==> config.mk <==
export PLATFORM = sky130hd
export DESIGN_NAME = matmul_engine
export DESIGN_NICKNAME = d
export VERILOG_FILES = /design/src/rtl/matmul_pkg.sv /design/src/rtl/matmul_mac.sv /design/src/rtl/matmul_engine.sv
export SDC_FILE = /design/constraint.sdc
export NUM_CORES = 2
export LEC_CHECK = 0
export ABC_CLOCK_PERIOD_IN_PS = 40000
export CORE_MARGIN = 3
export CORE_UTILIZATION = 61
export DETAILED_ROUTE_END_ITERATION = 16
export PLACE_DENSITY = 0.81
export SLEW_MARGIN = 20
export SYNTH_ARGS = -nofsm -noshare
export SYNTH_HDL_FRONTEND = slang
export SYNTH_SLANG_ARGS = --single-unit
export TNS_END_PERCENT = 30
==> constraint.sdc <==
create_clock -name clk -period 40 [get_ports clk]
set_clock_uncertainty 0.2 [all_clocks]
set_input_delay 12 -clock clk [delete_from_list [all_inputs] [get_ports clk]]
set_output_delay 12 -clock clk [all_outputs]
set_load 0.01 [all_outputs]
==> src/rtl/matmul_pkg.sv <==
// Shared types and helpers for the fixed-point matrix multiplier.
package matmul_pkg;

    typedef enum logic [2:0] {
        StIdle,
        StMac,
        StDrain,
        StWrite,
        StDone
    } state_t;

    localparam int unsigned MinRamLatency = 1;
    localparam int unsigned MaxAccWidth   = 128;
    localparam int unsigned MaxDataWidth  = 64;

    typedef struct packed {
        logic                    sat;
        logic [MaxDataWidth-1:0] value;
    } round_sat_t;

    // Round half up by frac_bits, then clamp to a signed data_width result.
    function automatic round_sat_t round_sat(input logic signed [MaxAccWidth-1:0] acc,
                                             input int unsigned data_width,
                                             input int unsigned frac_bits);
        logic signed [MaxAccWidth-1:0] one;
        logic signed [MaxAccWidth-1:0] rounded;
        logic signed [MaxAccWidth-1:0] max_val;
        logic signed [MaxAccWidth-1:0] min_val;
        round_sat_t res;
        one     = {{(MaxAccWidth-1){1'b0}}, 1'b1};
        rounded = acc;
        if (frac_bits > 0) begin
            rounded = (acc + (one <<< (frac_bits - 1))) >>> frac_bits;
        end
        max_val   = (one <<< (data_width - 1)) - one;
        min_val   = ~max_val;
        res.sat   = 1'b0;
        res.value = rounded[MaxDataWidth-1:0];
        if (rounded > max_val) begin
            res.sat   = 1'b1;
            res.value = max_val[MaxDataWidth-1:0];
        end else if (rounded < min_val) begin
            res.sat   = 1'b1;
            res.value = min_val[MaxDataWidth-1:0];
        end
        return res;
    endfunction

endpackage

==> src/rtl/matmul_mac.sv <==
// Read-valid tracking, multiply-accumulate and round/saturate of one output element.
module matmul_mac
    import matmul_pkg::*;
#(
    parameter int unsigned DATA_WIDTH  = 32,
    parameter int unsigned FRAC_BITS   = 16,
    parameter int unsigned ACC_WIDTH   = 80,
    parameter int unsigned RAM_LATENCY = 1
) (
    input  logic                  clk,
    input  logic                  rst,
    input  logic                  ren,
    input  logic                  clear,
    input  logic [DATA_WIDTH-1:0] x_rdata,
    input  logic [DATA_WIDTH-1:0] y_rdata,
    output logic [DATA_WIDTH-1:0] result,
    output logic                  sat
);

    logic [RAM_LATENCY-1:0]         vld_q;
    logic signed [ACC_WIDTH-1:0]    acc_q;
    logic signed [2*DATA_WIDTH-1:0] product;
    round_sat_t                     rs;
    logic                           unused_rs;

    assign product = $signed(x_rdata) * $signed(y_rdata);

    if (RAM_LATENCY == 1) begin : g_vld_single
        always_ff @(posedge clk or posedge rst) begin
            if (rst) vld_q <= '0;
            else     vld_q <= ren;
        end
    end else begin : g_vld_shift
        always_ff @(posedge clk or posedge rst) begin
            if (rst) vld_q <= '0;
            else     vld_q <= {vld_q[RAM_LATENCY-2:0], ren};
        end
    end

    always_ff @(posedge clk or posedge rst) begin
        if (rst) begin
            acc_q <= '0;
        end else if (clear) begin
            acc_q <= '0;
        end else if (vld_q[RAM_LATENCY-1]) begin
            acc_q <= acc_q + ACC_WIDTH'(product);
        end
    end

    assign rs        = round_sat(MaxAccWidth'(acc_q), DATA_WIDTH, FRAC_BITS);
    assign result    = rs.value[DATA_WIDTH-1:0];
    assign sat       = rs.sat;
    assign unused_rs = ^rs.value[MaxDataWidth-1:DATA_WIDTH];

endmodule

==> src/rtl/matmul_engine.sv <==
// Runtime-configurable Q-format matrix multiplier Z = X*Y over external read RAMs.
module matmul_engine
    import matmul_pkg::*;
#(
    parameter int unsigned ADDR_WIDTH  = 32,
    parameter int unsigned DATA_WIDTH  = 32,
    parameter int unsigned FRAC_BITS   = 16,
    parameter int unsigned DIM_WIDTH   = 16,
    parameter int unsigned RAM_LATENCY = 1,
    parameter int unsigned ACC_WIDTH   = 2 * DATA_WIDTH + DIM_WIDTH
) (
    input  logic                  clk,
    input  logic                  rst,
    input  logic                  start,
    input  logic [DIM_WIDTH-1:0]  cfg_m,
    input  logic [DIM_WIDTH-1:0]  cfg_k,
    input  logic [DIM_WIDTH-1:0]  cfg_n,
    input  logic [ADDR_WIDTH-1:0] x_base,
    input  logic [ADDR_WIDTH-1:0] y_base,
    input  logic [ADDR_WIDTH-1:0] z_base,
    output logic [ADDR_WIDTH-1:0] x_addr,
    output logic [ADDR_WIDTH-1:0] y_addr,
    output logic                  x_ren,
    output logic                  y_ren,
    input  logic [DATA_WIDTH-1:0] x_rdata,
    input  logic [DATA_WIDTH-1:0] y_rdata,
    output logic [ADDR_WIDTH-1:0] z_addr,
    output logic [DATA_WIDTH-1:0] z_data,
    output logic                  z_wen,
    output logic                  busy,
    output logic                  done,
    output logic                  err,
    output logic                  sat_flag
);

    localparam bit          LatencyOk   = (RAM_LATENCY >= MinRamLatency);
    localparam int unsigned LatCntWidth = $clog2(RAM_LATENCY + 1);

    if (!LatencyOk) begin : g_latency_check
        $error("RAM_LATENCY must be at least %0d", MinRamLatency);
    end

    state_t                 state_q;
    logic [DIM_WIDTH-1:0]   cfg_m_q, cfg_k_q, cfg_n_q;
    logic [DIM_WIDTH-1:0]   i_q, j_q, k_q;
    logic [ADDR_WIDTH-1:0]  y_base_q;
    logic [ADDR_WIDTH-1:0]  x_row_q, y_col_q, z_ptr_q;
    logic [ADDR_WIDTH-1:0]  x_addr_q, y_addr_q, z_addr_q;
    logic [LatCntWidth-1:0] lat_cnt_q;
    logic                   ren_q, z_wen_q, busy_q, done_q, err_q, sat_flag_q;
    logic                   mac_clear, mac_sat;
    logic [DATA_WIDTH-1:0]  mac_result;
    logic [ADDR_WIDTH-1:0]  x_next_row;

    assign x_next_row = x_row_q + ADDR_WIDTH'(cfg_k_q);
    assign mac_clear  = (state_q == StIdle) || (state_q == StWrite);

    always_ff @(posedge clk or posedge rst) begin
        if (rst) begin
            state_q    <= StIdle;
            cfg_m_q    <= '0;
            cfg_k_q    <= '0;
            cfg_n_q    <= '0;
            i_q        <= '0;
            j_q        <= '0;
            k_q        <= '0;
            y_base_q   <= '0;
            x_row_q    <= '0;
            y_col_q    <= '0;
            z_ptr_q    <= '0;
            x_addr_q   <= '0;
            y_addr_q   <= '0;
            z_addr_q   <= '0;
            lat_cnt_q  <= '0;
            ren_q      <= 1'b0;
            z_wen_q    <= 1'b0;
            busy_q     <= 1'b0;
            done_q     <= 1'b0;
            err_q      <= 1'b0;
            sat_flag_q <= 1'b0;
        end else begin
            case (state_q)
                StIdle: begin
                    if (start) begin
                        if (cfg_m == '0 || cfg_k == '0 || cfg_n == '0) begin
                            done_q  <= 1'b1;
                            err_q   <= 1'b1;
                            state_q <= StDone;
                        end else begin
                            cfg_m_q    <= cfg_m;
                            cfg_k_q    <= cfg_k;
                            cfg_n_q    <= cfg_n;
                            y_base_q   <= y_base;
                            i_q        <= '0;
                            j_q        <= '0;
                            k_q        <= '0;
                            x_row_q    <= x_base;
                            y_col_q    <= y_base;
                            z_ptr_q    <= z_base;
                            x_addr_q   <= x_base;
                            y_addr_q   <= y_base;
                            ren_q      <= 1'b1;
                            busy_q     <= 1'b1;
                            sat_flag_q <= 1'b0;
                            state_q    <= StMac;
                        end
                    end
                end
                StMac: begin
                    if (k_q == cfg_k_q - DIM_WIDTH'(1)) begin
                        ren_q     <= 1'b0;
                        lat_cnt_q <= '0;
                        state_q   <= StDrain;
                    end else begin
                        k_q      <= k_q + DIM_WIDTH'(1);
                        x_addr_q <= x_addr_q + ADDR_WIDTH'(1);
                        y_addr_q <= y_addr_q + ADDR_WIDTH'(cfg_n_q);
                    end
                end
                StDrain: begin
                    if (lat_cnt_q == LatCntWidth'(RAM_LATENCY - 1)) begin
                        z_wen_q  <= 1'b1;
                        z_addr_q <= z_ptr_q;
                        state_q  <= StWrite;
                    end else begin
                        lat_cnt_q <= lat_cnt_q + LatCntWidth'(1);
                    end
                end
                StWrite: begin
                    z_wen_q <= 1'b0;
                    z_ptr_q <= z_ptr_q + ADDR_WIDTH'(1);
                    k_q     <= '0;
                    if (mac_sat) sat_flag_q <= 1'b1;
                    if (j_q != cfg_n_q - DIM_WIDTH'(1)) begin
                        j_q      <= j_q + DIM_WIDTH'(1);
                        y_col_q  <= y_col_q + ADDR_WIDTH'(1);
                        x_addr_q <= x_row_q;
                        y_addr_q <= y_col_q + ADDR_WIDTH'(1);
                        ren_q    <= 1'b1;
                        state_q  <= StMac;
                    end else if (i_q != cfg_m_q - DIM_WIDTH'(1)) begin
                        j_q      <= '0;
                        i_q      <= i_q + DIM_WIDTH'(1);
                        x_row_q  <= x_next_row;
                        y_col_q  <= y_base_q;
                        x_addr_q <= x_next_row;
                        y_addr_q <= y_base_q;
                        ren_q    <= 1'b1;
                        state_q  <= StMac;
                    end else begin
                        busy_q  <= 1'b0;
                        done_q  <= 1'b1;
                        state_q <= StDone;
                    end
                end
                StDone: begin
                    done_q  <= 1'b0;
                    err_q   <= 1'b0;
                    state_q <= StIdle;
                end
                default: state_q <= StIdle;
            endcase
        end
    end

    matmul_mac #(
        .DATA_WIDTH (DATA_WIDTH),
        .FRAC_BITS  (FRAC_BITS),
        .ACC_WIDTH  (ACC_WIDTH),
        .RAM_LATENCY(RAM_LATENCY)
    ) u_mac (
        .clk    (clk),
        .rst    (rst),
        .ren    (ren_q),
        .clear  (mac_clear),
        .x_rdata(x_rdata),
        .y_rdata(y_rdata),
        .result (mac_result),
        .sat    (mac_sat)
    );

    assign x_addr   = x_addr_q;
    assign y_addr   = y_addr_q;
    assign x_ren    = ren_q;
    assign y_ren    = ren_q;
    assign z_addr   = z_addr_q;
    assign z_wen    = z_wen_q;
    assign z_data   = z_wen_q ? mac_result : '0;
    assign busy     = busy_q;
    assign done     = done_q;
    assign err      = err_q;
    assign sat_flag = sat_flag_q;

endmodule
# Yosys cells after proc, flatten, opt, wreduce, memory -nomap -nowiden
# Index checks and enable logic that the tools add are counted.
[totals]
output_inout_bits = 135
in_bits = 211
reg_bits = 411
elab_cells = 152
[op_classes]
n_reduce_logical = 29
addsub = 14
multipliers = 1
mux = 63
eq_ne = 18
n_bitwise = 2
order_cmp = 2
[op_table]
columns = ["cell", "n"]
rows = [
  ["two-way mux 32 bit", 14],
  ["case mux 32 bit (2 select lines)", 3],
  ["case mux 32 bit (3 select lines)", 2],
  ["two-way mux 80 bit", 2],
  ["two-way mux 65 bit", 2],
  ["two-way mux 16 bit", 7],
  ["adder 32 x 1 -> 32 bit, second input constant", 3],
  ["adder 80 x 17 -> 81 bit, second input constant", 1],
  ["adder 80 x 64 -> 80 bit", 1],
  ["> comparator 65 x 32 -> 1 bit, second input constant", 1],
  ["< comparator 65 x 32 -> 1 bit, second input constant", 1],
  ["adder 32 x 16 -> 32 bit", 2],
  ["multiplier 32 x 32 -> 64 bit", 1],
  ["case mux 16 bit (2 select lines)", 2],
  ["adder 16 x 1 -> 16 bit, second input constant", 3],
  ["zero test 16 bit", 3],
  ["case mux 16 bit (3 select lines)", 1],
  ["subtractor 16 x 1 -> 16 bit, second input constant", 3],
  ["inequality test 16 bit", 2],
  ["AND reduction 5 bit", 5],
  ["two-way mux 3 bit", 6],
  ["== test 16 bit", 1],
  ["two-way mux 1 bit", 16],
  ["inequality test 2 bit, second input constant", 7],
  ["other kinds (17)", 40],
]

# Longest topological paths before layout
[logic_depth]
word_depth = 6
depth_mapped = 30
mapped_depth_nobuf = 28

# By module
# A second synthesis with hierarchy kept.
[unflattened]
hier_cells = 7945
area_unflattened_um2 = 70601.5
[modules_own_cells]
columns = ["mod", "cells_each", "area_each_um2", "n_inst", "seq_area_each_um2"]
rows = [
  ["matmul_mac", 5406, 49587.6, 1, 2026.9],
  ["matmul_engine", 2539, 21013.9, 1, 8232.9],
]

# Worst setup path after synthesis
# No wires, ideal clock.
[synth_path]
path_type = "input to register"
from = "input y_rdata[0]"
to = "register u_mac.acc_q[64]"
arrival_time_ns = 21.125
setup_time_ns = 0.122
setup_slack_ns = 18.554
t_required_ns = 39.678
cell_stages = 27
path_cell_list = "clkbuf_1 nand2_1 fa_1 inv_1 fa_1 fa_1 inv_1 fa_1 inv_1 fa_1 fa_1 fa_1 inv_1 fa_1 inv_1 ha_1 clkbuf_1 nand4_1 or3_1 nor4_1 o211ai_1 a21oi_1 o211ai_1 a21oi_1 a21bo_2 nand2_1 a32o_1"
[synth_between]
elab_chain_cells = 4
[synth_lines]
columns = ["item", "line", "source"]
rows = [
  ["start, declared", "matmul_engine.sv:26", "input logic [DATA_WIDTH-1:0] y_rdata,"],
  ["multiplier 32 x 32 -> 64 bit", "matmul_mac.sv:26", "assign product = $signed(x_rdata) * $signed(y_rdata);"],
  ["adder 80 x 64 -> 80 bit", "matmul_mac.sv:46", "acc_q <= acc_q + ACC_WIDTH'(product);"],
  ["two-way mux 80 bit", "matmul_mac.sv:45", "end else if (vld_q[RAM_LATENCY-1]) begin"],
  ["two-way mux 80 bit", "matmul_mac.sv:43", "end else if (clear) begin"],
  ["end signal, assigned", "matmul_mac.sv:46", ""],
  ["end, declared", "matmul_mac.sv:21", "logic signed [ACC_WIDTH-1:0] acc_q;"],
]
# Every way passes these cells. The select of a mux whose other input is x is not followed.
# A chain may end at the register's enable or synchronous reset.

# Worst setup path after layout
[layout_path]
from = "input x_rdata[31]"
to = "register u_mac.acc_q[73]"
[layout_between]
elab_chain_cells = 4
[layout_lines]
columns = ["item", "line", "source"]
rows = [
  ["start, declared", "matmul_engine.sv:25", "input logic [DATA_WIDTH-1:0] x_rdata,"],
  ["multiplier 32 x 32 -> 64 bit", "matmul_mac.sv:26", ""],
  ["adder 80 x 64 -> 80 bit", "matmul_mac.sv:46", ""],
  ["two-way mux 80 bit", "matmul_mac.sv:45", ""],
  ["two-way mux 80 bit", "matmul_mac.sv:43", ""],
]
# Every way passes these cells. The select of a mux whose other input is x is not followed.

==> impl_results.html <==
<table>
<tr><th>Metric</th><th>Value</th></tr>
<tr><th colspan="2">Critical path</th></tr>
<tr><td>Setup slack on the worst flop-to-flop path</td><td>31.34 ns</td></tr>
<tr><td>Maximum net fanout on the critical path</td><td>32</td></tr>
<tr><td>Peak per-stage delay on the critical path</td><td>around 0.86 ns</td></tr>
<tr><td>Critical path's most frequent cell</td><td>sky130_fd_sc_hd__fa_1</td></tr>
<tr><td>Origin of the critical flop-to-flop path</td><td>u_mac.acc_q[21]</td></tr>
<tr><td>Worst flop-to-flop path endpoint</td><td>u_mac.acc_q[64]</td></tr>
<tr><td>Classification of the worst setup path</td><td>input port to register</td></tr>
<tr><td>Cell type of the slowest stage on the worst timing path</td><td>sky130_fd_sc_hd__fa_1</td></tr>
<tr><td>CP Launch Type</td><td>input port</td></tr>
<tr><td>Worst Path Arrival</td><td>around 22 ns</td></tr>
<tr><td>Crit. End Element</td><td>register</td></tr>
<tr><td>Critical Path RT</td><td>40.25 ns</td></tr>
<tr><td>Worst r2r path cells</td><td>25</td></tr>
<tr><th colspan="2">CTS</th></tr>
<tr><td>H-Tree Level Count</td><td>2</td></tr>
<tr><td>Gates resized, CTS repair</td><td>0</td></tr>
<tr><td>Sink Count</td><td>410</td></tr>
<tr><td>CTS Hold Buffers Added</td><td>0</td></tr>
<tr><td>Clock tree from TritonCTS</td><td>built</td></tr>
<tr><td>Clk Tree Root Cell</td><td>sky130_fd_sc_hd__clkbuf_16</td></tr>
<tr><td>Clock transition at path regs</td><td>around 0.070 ns</td></tr>
<tr><td>Number of CTS-inserted buffers</td><td>45</td></tr>
<tr><td>Maximum clock path buffer count</td><td>3</td></tr>
<tr><td>Post-CTS Setup Bufs</td><td>0</td></tr>
<tr><td>Clock latency reported for the late side of the worst-skew pair</td><td>around 0.63 ns</td></tr>
<tr><th colspan="2">Route</th></tr>
<tr><td>Post-detailed-routing wire length</td><td>around 200000 um</td></tr>
<tr><td>Drt first pass iters</td><td>6</td></tr>
<tr><td>Post-DRT Antenna Nets</td><td>0</td></tr>
<tr><td>Post-route DRC violation count</td><td>0</td></tr>
<tr><td>Routed len/inst</td><td>20.9 um</td></tr>
<tr><td>Routed via count</td><td>56057</td></tr>
<tr><td>Initial drt markers</td><td>4824</td></tr>
<tr><td>Via-to-Cell Ratio</td><td>roughly 5.9</td></tr>
<tr><th colspan="2">Synthesis</th></tr>
<tr><td>Post-synth top area cell</td><td>sky130_fd_sc_hd__fa_1</td></tr>
<tr><td>Sequential cell area fraction in the yosys report</td><td>0.147</td></tr>
<tr><td>Combinational family with the most area after synthesis</td><td>adder cells</td></tr>
<tr><td>Post-synth top flop</td><td>sky130_fd_sc_hd__dfrtp_1</td></tr>
<tr><td>Most area-consuming cells after synthesis</td><td>sky130_fd_sc_hd__fa_1 (39%), sky130_fd_sc_hd__dfrtp_1 (15%), sky130_fd_sc_hd__inv_1 (8.4%), sky130_fd_sc_hd__nand2_1 (6.5%), sky130_fd_sc_hd__ha_1 (5.3%)</td></tr>
<tr><td>Ys Warns</td><td>0</td></tr>
<tr><td>Xor-xnor portion of the synthesized cell area</td><td>0.0392</td></tr>
<tr><td>Distinct cell type count of the synthesized netlist</td><td>88</td></tr>
<tr><td>Cells after Synth</td><td>just under 8000</td></tr>
<tr><td>Synthesized area per cell</td><td>slightly below 9 um^2</td></tr>
<tr><td>Combined area of all synthesized cells</td><td>between 60000 and 70000 um^2</td></tr>
<tr><td>Register bit count reported by yosys</td><td>410</td></tr>
<tr><td>Synth Area in Adders</td><td>0.440</td></tr>
<tr><td>Fraction of registers with async set/reset</td><td>1.00</td></tr>
<tr><td>Synth Area in Compound Gates</td><td>0.0876</td></tr>
<tr><td>Net count of the mapped netlist</td><td>approximately 9700</td></tr>
<tr><td>Post-Synth Simple-Gate Area</td><td>0.169</td></tr>
<tr><td>Area fraction of the dominant cell type after synthesis</td><td>0.388</td></tr>
<tr><td>Number of enable-type register cells in the synthesized netlist</td><td>0</td></tr>
<tr><td>Mux share of post-synthesis cell area</td><td>0.0110</td></tr>
<tr><th colspan="2">Cells and area</th></tr>
<tr><td>Fraction of layout cells with a size suffix above 1</td><td>0.0342</td></tr>
<tr><td>Most used cells in the layout excluding fill and tap cells</td><td>sky130_fd_sc_hd__inv_1 (1549), sky130_fd_sc_hd__fa_1 (1350), sky130_fd_sc_hd__nand2_1 (1202)</td></tr>
<tr><td>Number of standard cells in the final layout excluding fillers</td><td>between 9000 and 10000</td></tr>
<tr><td>Leading cell type in the layout, fill and taps excluded</td><td>sky130_fd_sc_hd__inv_1</td></tr>
<tr><td>Layout Nets</td><td>between 9000 and 10000</td></tr>
<tr><td>Area growth from synthesis to layout</td><td>8.80%</td></tr>
<tr><th colspan="2">STA</th></tr>
<tr><td>Maximum operating frequency</td><td>roughly 47 MHz</td></tr>
<tr><td>Slew headroom</td><td>0.183</td></tr>
<tr><td>Tightest Pin Transition</td><td>roughly 1.2 ns</td></tr>
<tr><td>Max-slew violation count</td><td>0</td></tr>
<tr><td>Worst hold-check slack</td><td>between 0.2 and 0.3 ns</td></tr>
<tr><td>Final Hold Vio Count</td><td>0</td></tr>
<tr><td>Setup Total Neg Slack</td><td>0 ns</td></tr>
<tr><td>Final cycle utilization of the critical path</td><td>0.531</td></tr>
<tr><td>RSZ-0062 raised after global routing</td><td>false</td></tr>
<tr><td>Minimum period implied by the final worst setup slack</td><td>around 21 ns</td></tr>
<tr><td>Setup-failing EPs final</td><td>0</td></tr>
<tr><th colspan="2">Die</th></tr>
<tr><td>Area of the core</td><td>~110000 um^2</td></tr>
<tr><td>Die width</td><td>between 300 and 400 um</td></tr>
<tr><td>Overall die area</td><td>roughly 120000 um^2</td></tr>
<tr><td>Number of top-level pins</td><td>around 350</td></tr>
<tr><td>Height of the die</td><td>approximately 340 um</td></tr>
<tr><td>Initial core utilization</td><td>0.617</td></tr>
<tr><td>Number of cell rows</td><td>123</td></tr>
<tr><th colspan="2">Min path</th></tr>
<tr><td>Beginning of the worst hold path</td><td>y_base_q[26]</td></tr>
<tr><td>Capture endpoint of the worst hold path</td><td>y_base_q[26]</td></tr>
<tr><td>Kind of path behind the tightest hold check</td><td>register to register</td></tr>
<tr><td>Hold Path Stages</td><td>2</td></tr>
<tr><th colspan="2">Global routing</th></tr>
<tr><td>GRT Overall Usage</td><td>0.348</td></tr>
<tr><td>Largest net degree at the start of global routing</td><td>151</td></tr>
<tr><td>First-pass GRT wire length</td><td>326000 um</td></tr>
<tr><td>Leftover overflow at the end of global routing</td><td>0</td></tr>
<tr><td>Vias in the first global route</td><td>between 50000 and 60000</td></tr>
<tr><td>Initial antenna violation count</td><td>13</td></tr>
<tr><th colspan="2">Placement</th></tr>
<tr><td>Detailed placement HPWL</td><td>between 150000 and 200000 um</td></tr>
<tr><td>Final RePlAce weighted congestion</td><td>~0.96</td></tr>
<tr><td>Count of input and output buffers</td><td>about 350</td></tr>
<tr><td>Number of cells in the design after placement</td><td>about 9400</td></tr>
<tr><th colspan="2">Flow run</th></tr>
<tr><td>Max_cap viols</td><td>0</td></tr>
<tr><th colspan="2">Status</th></tr>
<tr><td>Status</td><td>finished, final reports clean</td></tr>
</table>
[synth_stat cells (all sizes together), types with 43 or more instances]
master	n
a211oi	48
a21o	49
a21oi	243
a31oi	43
and2	426
and3	62
buf	43
clkbuf	352
dfrtp	410
fa	1350
ha	293
inv	1554
nand2	1205
nand3	130
nand4	71
nor2	272
nor2b	50
nor3	92
nor4	52
o21ai	326
xnor2	180
xor2	132
[flip-flops by register name, summed over array words and instances (netlist names), 3 cells and up]
signal,flops
cfg_m_q,16
state_q,3
cfg_n_q,16
x_row_q,32
u_mac.acc_q,80
z_addr,32
i_q,16
k_q,16
y_addr,32
cfg_k_q,16
x_addr,32
y_col_q,32
z_ptr_q,32
j_q,16
y_base_q,32
[how the worst max path moves through the flow]
stage,endpoint,depth (start not counted),start,slack [ns]
floorplan,busy,1,rst,16.39
global placement,u_mac.acc_q[55],26,y_rdata[0],18.48
detailed placement,u_mac.acc_q[64],27,y_rdata[0],18.37
CTS,u_mac.acc_q[64],27,y_rdata[0],18.98
global route,u_mac.acc_q[73],29,x_rdata[31],18.11
finish,u_mac.acc_q[73],29,x_rdata[31],18.75
[routing by layer]
| layer | global-route usage | wire, um | up-vias |
|---|---|---|---|
| li1 | - | - | 24404 |
| met1 | 0.479 | 78500 | 28349 |
| met2 | 0.544 | 91300 | 2849 |
| met3 | 0.0882 | 21400 | 453 |
| met4 | 0.113 | 6970 | 2 |
| met5 | 0 | 7 | - |
[metrics by stage]
| stage | setup slack [ns] | instance area [um^2] | utilization |
|---|---|---|---|
| 2_1_floorplan | 16.39 | 69700 | - |
| 3_3_place_gp | 18.48 | 74300 | 0.658 |
| 3_5_place_dp | 18.37 | 74300 | 0.658 |
| 4_1_cts | 18.98 | 75800 | 0.671 |
| 5_1_grt | 18.11 | 75900 | 0.671 |
| 6_report | 18.75 | 75900 | 0.672 |
[cell type report]
cell class                 instances  area, um^2
antenna                           13        32.5
clock buffer                      58        1240
clock inverter                    22         275
fill                            8940       37100
inverter                        1554        5840
multi-input combinational       5494       52200
sequential                       410       10300
tap                             1500        1880
timing repair buffer             435        4100
[kinds of logic (layout without fill, tap and decap cells)]
group / Yosys count / count (layout)
muxes: 72 / 72
DFF: 410 / 410
AOI/OAI and AO/OA: 978 / 978
adders and majority gates: 1643 / 1643
and+or+nand+nor: 2489 / 2489
buffers and inverters: 1949 / 2069
other: 0 / 13
xor gates and xnor gates: 312 / 312
[worst max-delay path: cells and delay by family]
kind / cells / cell delay (ns)
fa+ha+maj: 9 / 4.34
buf+inv: 9 / 2.35
simple gates: 2 / 0.44
xor+xnor: 1 / 0.19
compound gates: 8 / 2.16
Power is left out: the tool's default activity adds up to more than one toggle a clock period on the data nets, which glitch-free logic cannot reach.
